## config.mk

```make
export PLATFORM = sky130hd
export DESIGN_NAME = lbuf_ram_arb
export DESIGN_NICKNAME = d
export VERILOG_FILES = /design/src/rtl/lbuf_ram_arb_pkg.sv /design/src/rtl/lbuf_ram_arb_rr_arb2.sv /design/src/rtl/lbuf_ram_arb.sv
export SDC_FILE = /design/constraint.sdc
export NUM_CORES = 1
export LEC_CHECK = 0
export BUFFER_PORTS_ARGS = -buffer_cell sky130_fd_sc_hd__buf_2
export CAP_MARGIN = 10
export CORE_MARGIN = 4
export CORE_UTILIZATION = 30
export CTS_CLUSTER_DIAMETER = 100
export CTS_CLUSTER_SIZE = 12
export DETAILED_ROUTE_END_ITERATION = 8
export HOLD_SLACK_MARGIN = 0.1
export PLACE_DENSITY = 0.59
export SLEW_MARGIN = 20
export SYNTH_ARGS = -nofsm -noshare
export SYNTH_HDL_FRONTEND = slang
export SYNTH_HIERARCHICAL = 1
export SYNTH_SLANG_ARGS = --single-unit
```

## constraint.sdc

```tcl
create_clock -name sys_clk -period 2.35 [get_ports sys_clk]
set_input_delay 0.1175 -clock sys_clk [delete_from_list [all_inputs] [get_ports sys_clk]]
set_output_delay 0.1175 -clock sys_clk [all_outputs]
set_load 0.05 [all_outputs]
```

## src/rtl/lbuf_ram_arb_pkg.sv

```systemverilog
// Shared widths and enums for the line-buffer RAM arbiter.
// Imported by the top level and by the reusable 2-way arbiter.
package lbuf_ram_arb_pkg;
   localparam int ADDR_W    = 9;
   localparam int DATA_W    = 16;
   localparam int RAM_WORDS = 512;

   typedef enum logic {CLEAR = 1'b0, RUN = 1'b1} state_e;
   typedef enum logic {PORT_A = 1'b0, PORT_B = 1'b1} port_e;
endpackage

```

## src/rtl/lbuf_ram_arb_rr_arb2.sv

```systemverilog
// Two-way arbiter: combinational grant with either fixed A priority or a
// round-robin pointer that only moves when both sides contend.
module rr_arb2
   import lbuf_ram_arb_pkg::*;
#(
   parameter bit PRIO_FIXED = 1'b0
) (
   input  logic clk,
   input  logic resetl,
   input  logic en,
   input  logic a_req,
   input  logic b_req,
   output logic gnt_a,
   output logic gnt_b
);
   port_e rr_r;

   // grant decision
   always_comb begin
      gnt_a = a_req & (~b_req | PRIO_FIXED | (rr_r == PORT_A));
      gnt_b = b_req & ~gnt_a;
   end

   // pointer hands the next conflict to whichever side lost this one
   always_ff @(posedge clk) begin
      if (!resetl) begin
         rr_r <= PORT_A;
      end else if (en && a_req && b_req) begin
         rr_r <= gnt_a ? PORT_B : PORT_A;
      end else begin
         rr_r <= rr_r;
      end
   end
endmodule

```

## src/rtl/lbuf_ram_arb.sv

```systemverilog
// Sequencer/arbiter sharing one 512x16 single-port RAM between ports A and B,
// with optional post-reset zero-fill and 1-cycle read return.
module lbuf_ram_arb
   import lbuf_ram_arb_pkg::*;
#(
   parameter bit                PRIO_FIXED     = 1'b0,
   parameter bit                CLEAR_ON_RESET = 1'b1,
   parameter logic [DATA_W-1:0] CLEAR_VALUE    = 16'h0000
) (
   input  logic              sys_clk,
   input  logic              resetl,
   input  logic              a_req,
   input  logic              a_rw,
   input  logic [ADDR_W-1:0] a_addr,
   input  logic [DATA_W-1:0] a_wdata,
   output logic              a_ack,
   output logic [DATA_W-1:0] a_rdata,
   output logic              a_rvalid,
   input  logic              b_req,
   input  logic              b_rw,
   input  logic [ADDR_W-1:0] b_addr,
   input  logic [DATA_W-1:0] b_wdata,
   output logic              b_ack,
   output logic [DATA_W-1:0] b_rdata,
   output logic              b_rvalid,
   output logic              ram_cen,
   output logic              ram_rw,
   output logic [0:ADDR_W-1] ram_a,
   output logic [0:DATA_W-1] ram_z_in,
   input  logic [0:DATA_W-1] ram_z_out,
   input  logic [0:DATA_W-1] ram_z_oe,
   output logic              clear_done
);
   state_e            state_r, state_nxt;
   logic [ADDR_W-1:0] cnt_r, cnt_nxt;
   logic              done_r;
   logic              arb_a_s, arb_b_s, run_s, clr_s, gnt_a_s, gnt_b_s;
   logic              cen_s, rw_s;
   logic [ADDR_W-1:0] addr_s, last_addr_r;
   logic [DATA_W-1:0] wd_s, last_wd_r, zrev_s, a_hold_r, b_hold_r;
   logic              rd_pend_r;
   port_e             rd_owner_r;

   assign run_s   = resetl & (state_r == RUN);
   assign clr_s   = resetl & (state_r == CLEAR);
   assign gnt_a_s = run_s & arb_a_s;
   assign gnt_b_s = run_s & arb_b_s;

   rr_arb2 #(.PRIO_FIXED(PRIO_FIXED)) u_arb (
      .clk    (sys_clk),
      .resetl (resetl),
      .en     (run_s),
      .a_req  (a_req),
      .b_req  (b_req),
      .gnt_a  (arb_a_s),
      .gnt_b  (arb_b_s)
   );

   // clear walk: one write per cycle, leave after the last word
   always_comb begin
      state_nxt = state_r;
      cnt_nxt   = cnt_r;
      case (state_r)
         CLEAR: begin
            cnt_nxt = cnt_r + 9'd1;
            if (cnt_r == ADDR_W'(RAM_WORDS - 1)) begin
               state_nxt = RUN;
            end else begin
               state_nxt = CLEAR;
            end
         end
         RUN:     state_nxt = RUN;
         default: state_nxt = CLEAR;
      endcase
   end

   // state, counter and done flag
   always_ff @(posedge sys_clk) begin
      if (!resetl) begin
         state_r <= CLEAR_ON_RESET ? CLEAR : RUN;
         cnt_r   <= 9'd0;
         done_r  <= 1'b0;
      end else begin
         state_r <= state_nxt;
         cnt_r   <= cnt_nxt;
         done_r  <= (state_nxt == RUN);
      end
   end

   // RAM command mux; idle cycles keep the last address/data on the pins
   always_comb begin
      cen_s  = 1'b1;
      rw_s   = 1'b1;
      addr_s = last_addr_r;
      wd_s   = last_wd_r;
      if (clr_s) begin
         cen_s  = 1'b0;
         rw_s   = 1'b0;
         addr_s = cnt_r;
         wd_s   = CLEAR_VALUE;
      end else if (gnt_a_s) begin
         cen_s  = 1'b0;
         rw_s   = a_rw;
         addr_s = a_addr;
         wd_s   = a_wdata;
      end else if (gnt_b_s) begin
         cen_s  = 1'b0;
         rw_s   = b_rw;
         addr_s = b_addr;
         wd_s   = b_wdata;
      end else begin
         cen_s  = 1'b1;
      end
   end

   // RAM buses are ascending-indexed: bit n on the pin is bit n of the value
   always_comb begin
      for (int n = 0; n < ADDR_W; n++) ram_a[n] = addr_s[n];
      for (int n = 0; n < DATA_W; n++) ram_z_in[n] = wd_s[n];
      for (int n = 0; n < DATA_W; n++) zrev_s[n] = ram_z_out[n];
   end

   assign ram_cen    = cen_s;
   assign ram_rw     = rw_s;
   assign a_ack      = gnt_a_s;
   assign b_ack      = gnt_b_s;
   assign clear_done = done_r;
   assign a_rvalid   = resetl & rd_pend_r & (rd_owner_r == PORT_A) & (&ram_z_oe);
   assign b_rvalid   = resetl & rd_pend_r & (rd_owner_r == PORT_B) & (&ram_z_oe);
   assign a_rdata    = a_rvalid ? zrev_s : a_hold_r;
   assign b_rdata    = b_rvalid ? zrev_s : b_hold_r;

   // read-return tag, pin hold values and per-port read data hold
   always_ff @(posedge sys_clk) begin
      if (!resetl) begin
         rd_pend_r   <= 1'b0;
         rd_owner_r  <= PORT_A;
         last_addr_r <= 9'd0;
         last_wd_r   <= 16'h0000;
         a_hold_r    <= 16'h0000;
         b_hold_r    <= 16'h0000;
      end else begin
         rd_pend_r   <= (gnt_a_s & a_rw) | (gnt_b_s & b_rw);
         if (gnt_a_s && a_rw) begin
            rd_owner_r <= PORT_A;
         end else if (gnt_b_s && b_rw) begin
            rd_owner_r <= PORT_B;
         end else begin
            rd_owner_r <= rd_owner_r;
         end
         last_addr_r <= addr_s;
         last_wd_r   <= wd_s;
         a_hold_r    <= a_rdata;
         b_hold_r    <= b_rdata;
      end
   end

   rd_oe_fault: assert property (@(posedge sys_clk) disable iff (!resetl)
      rd_pend_r |-> (&ram_z_oe));
endmodule

```

# Word-level counts from Yosys, hierarchy flattened

Index checks and enable logic that the tools add are counted.

Bits in registers: 70
Input bits: 88

$add $sub $neg: 1
Equal/unequal tests: 1
Mux-type cells: 17
Bitwise gates (word level): 21
Reductions and logical operators: 6

Operators with widths:

| operator                                    | number |
|---|---|
| 2-to-1 mux 16 bit                           | 5 |
| 2-to-1 mux 9 bit                            | 3 |
| AND reduction 16 bit                        | 1 |
| bitwise AND 1 bit                           | 13 |
| adder 9 x 1 -> 9 bit, second input constant | 1 |
| == test 9 bit, second input constant        | 1 |
| 2-to-1 mux 1 bit                            | 8 |
| inverter 1 bit                              | 6 |
| logical AND 1 bit                           | 4 |
| bitwise OR 1 bit                            | 2 |
| one-hot mux 1 bit (2 select lines)          | 1 |
| OR reduction 2 bit                          | 1 |

# Depth between registers and ports, before layout

Depth after elaboration: 9
Mapped depth: 10

# Cells and area by module

The synthesis kept the hierarchy.

By module, submodules not included:

| module       | instances | cells an instance | area each (sq um) |
|---|---|---|---|
| lbuf_ram_arb | 1         | 484               | 3811.2 |
| rr_arb2      | 1         | 8                 | 63.8 |

# Worst setup path before layout

No wires, ideal clock.

Path kind: register -> output
Start: register clear_done (netlist name)
End: output ram_a[2] in the netlist's numbering
Arrival time: 2615 ps
Required time: 2233 ps
Path slack: -382 ps
Stages on the path, launching flop included: 6
Buffers on the path: 3
Cell sequence: dfxtp_1 clkbuf_2 buf_4 buf_2 a21oi_1 a221oi_1

RTL lines:

| element       | RTL line           | source |
|---|---|---|
| end, declared | lbuf_ram_arb.sv:28 | `output logic [0:ADDR_W-1] ram_a,` |

# Worst setup path in the final report

Start: register rd_owner_r
End: output a_rdata[12]

Cells in the longest elaborated chain, start to end: 4

RTL lines:

| element                         | RTL line            | source |
|---|---|---|
| start, declared                 | lbuf_ram_arb.sv:42  | `port_e rd_owner_r;` |
| start signal, assigned          | lbuf_ram_arb.sv:149 | `rd_owner_r <= rd_owner_r;` |
| inverter 1 bit                  | lbuf_ram_arb.sv:128 | `assign a_rvalid = resetl & rd_pend_r & (rd_owner_r == PORT_A) & (&ram_z_oe);` |
| bitwise AND 1 bit (2 in series) | lbuf_ram_arb.sv:128 |  |
| 2-to-1 mux 16 bit               | lbuf_ram_arb.sv:130 | `assign a_rdata = a_rvalid ? zrev_s : a_hold_r;` |
| end, declared                   | lbuf_ram_arb.sv:17  | `output logic [DATA_W-1:0] a_rdata,` |

No other way between the ends.

==> run metrics <==
RSZ-0062 raised after global routing no; critical path startpoint category register; DRC violations left 0; critical setup path kind reg -> out; total track usage between 10% and 20%; R2R setup slack roughly 0.29 ns; vias in the first global route about 4000; cell row count 41; critical path capture point type primary output; Cells after DPL approximately 800; first-pass GRT wire length approximately 19000 um; total power draw just under 3000 uW; Synth Register Bits 70; Post-Synthesis Cells between 400 and 500; total grt overflow 0; area leader, netlist dfxtp_1; gpl congestion approximately 0.8; Post-CTS Setup Bufs 0; IR drop worst, VDD 0.000381 V; total CTS buffers 9; Die H between 100 and 150 um; Synth top area share around 36%; crit path max fanout 18; largest net degree at the start of global routing 52; post-route setup slack about 0.15 ns; sequential share of the synthesized area a little over a third; pwr/cell area ~530 nW/um^2; P_leak about 0.0027 uW; Root Driver clkbuf_16; share of post-route cells with drive strength above 1 a little under a third; Storage cell area between 1000 and 1500 um^2; fin crit period approximately 2.2 ns; worst min path class in -> reg; outcome complete, no violations; I/O pin cnt roughly 150; post-DP HPWL 8260 um; DRT iter0 DRCs ~300; CTS H-tree depth 3; CP arrival between 2 and 2.5 ns; dpl ws 0.126 ns; Final Skew ~0.0050 ns; Area Overhead vs Synth 40.8%; Reg2Reg Launch Point u_arb/rr_r; final instance area 5460 um^2; Initial DRT Pass Iterations 5; Fmax about 460 MHz; multi-input logic area ~2300 um^2; FF-to-FF End rd_pend_r; Sinks on Clock Net 70; WHS Path Cells 3; Synth Warn # 6; CTS tree done; port bufs approximately 150; Hold Vio Cnt, Final 0; fillers 1261; synthesized area approximately 3900 um^2; Post-Route WL 12000 um; Worst Tran Pin Value between 0.6 and 0.7 ns; Rel. slew slack ~54%; setup TNS 0 ns; WL per Instance around 14 um; routed vias/inst 4.91; Clock Latency Late Sink ~0.32 ns; R2R cell count 7; Hold EP u_arb/rr_r; initial cell density of the core roughly 30%; total die area 14800 um^2; post-route ant nets 0; Final #Nets between 700 and 800; Vias 4117; final std cells w/o fill about 840; crit share post-route ~93%; syn_nets ~580; largest cells by area after synthesis dfxtp_1 36%, mux2i_1 12%, a21oi_1 7.2%, nand2_1 6.0%, nor2_1 5.3%; Post-DP Area roughly 4800 um^2; die width 122 um; mean area per synthesized cell between 7 and 8 um^2; critical path required time approximately 2.2 ns; Reg clk slew, reported paths 0.06 ns; core box area roughly 13000 um^2; initial antenna violation count 0; Final Setup Violations 0; Max Cap Violations 0; pins over their slew limit 0; clock buffer depth 2; library cells used by synthesis 34; diode count 0; hold path start a_req
[placed cells by master (no fill, tap or decap), types with 11 or more instances in the layout]
master,count
buf_2,147
dfxtp_1,70
nand2_1,62
a21oi_1,56
nor2_1,55
mux2i_1,47
dlygate4sd3_1,32
o21ai_0,31
nand4_1,20
nand2b_1,19
nand3_1,16
buf_4,15
nor2b_1,11
[how the worst max path moves through the flow]
stage	start	end	slack, ns	depth (start not counted)
5_1_grt	rd_owner_r	a_rdata[9]	0.01	5
3_5_place_dp	u_arb/rr_r	ram_z_in[15]	0.13	5
6_report	rd_owner_r	a_rdata[12]	0.15	5
4_1_cts	rd_pend_r	b_rdata[15]	0.05	5
2_1_floorplan	clear_done	ram_a[5]	-0.38	5
3_3_place_gp	u_arb/rr_r	ram_z_in[15]	0.21	5
[through the flow]
step	util, %	hold slack [ns]
4_1_cts	42.9	0.100
2_1_floorplan	-	0.242
3_5_place_dp	37.8	0.369
5_1_grt	43.2	0.125
6_report	43.2	0.113
3_3_place_gp	37.8	0.361
[report_power, final]
part	leakage, uW	internal [uW]	switching (uW)
Clock	0.000152	874	499
Sequential	0.000565	1190	6.48
Combinational	0.00194	154	181
Total	0.00266	2220	686
[worst max-delay path, stage by stage (launching register included)]
cell	delay (ns)
dfxtp_1	0.31
buf_4	0.20
or3_1	0.61
o21ai_0	0.30
nand2_1	0.10
buf_2	0.22
[synthesized netlist by cell type]
master and n:
o21ai_1 6, nand4b_1 1, o21ai_2 9, nor2_2 1, mux2_2 3, inv_1 4
xnor2_1 3, nand2b_1 19, and3_1 1, a221oi_1 9, inv_2 1, nor2b_1 12
clkbuf_1 15, a32o_1 9, clkbuf_2 1, nand3_1 16, xor2_1 2, nand2_1 62
buf_2 14, buf_4 3, or3_1 4, nand4_1 20, buf_1 1, nor3_2 2
buf_6 5, dfxtp_1 70, nand3_2 1, ha_1 2, a21boi_0 2, nor2_1 55
a21oi_1 56, nor3_1 4, mux2i_1 47, o21ai_0 32
[metal layers]
layer | part of all wire (%) | up-vias | GRT usage [%] | wire, um
met5 | 0 | - | 0 | 0
met4 | 0.58 | 0 | 2.94 | 70
met3 | 7.0 | 6 | 4.87 | 838
met2 | 46 | 138 | 26.0 | 5560
met1 | 46 | 1902 | 21.2 | 5500
li1 | - | 2071 | - | -
[area by class of cell]
type / instances / share of cell area, %
Timing Repair Buffer: 197 / 22.1
Multi-Input combinational cell: 378 / 42.4
Clock buffer: 12 / 4.70
Clock inverter: 4 / 0.825
Sequential cell: 70 / 25.7
Inverter: 5 / 0.344
Tap cell: 172 / 3.94
[state kept, by name, indices dropped and copies added (netlist names)]
register and flops:
cnt_r 9, u_arb/rr_r 1, b_hold_r 16, last_addr_r 9, rd_pend_r 1, last_wd_r 16, rd_owner_r 1, clear_done 1
a_hold_r 16
[cell families after synthesis]
logic type | share of synthesized area [%]
xor+xnor | 1.13
compound gates | 18.9
flops | 36.2
mux | 13.0
fa+ha+maj | 0.646
simple gates | 24.1
buf+inv | 6.01
[what timing repair did]
action,4_1_cts,5_1_grt
hold endpoints to repair,38,0
cloned,0,0
setup endpoints to repair,20,17
hold buffers,32,0
resized for setup,4,16
(Power assumes the default switching activity.)
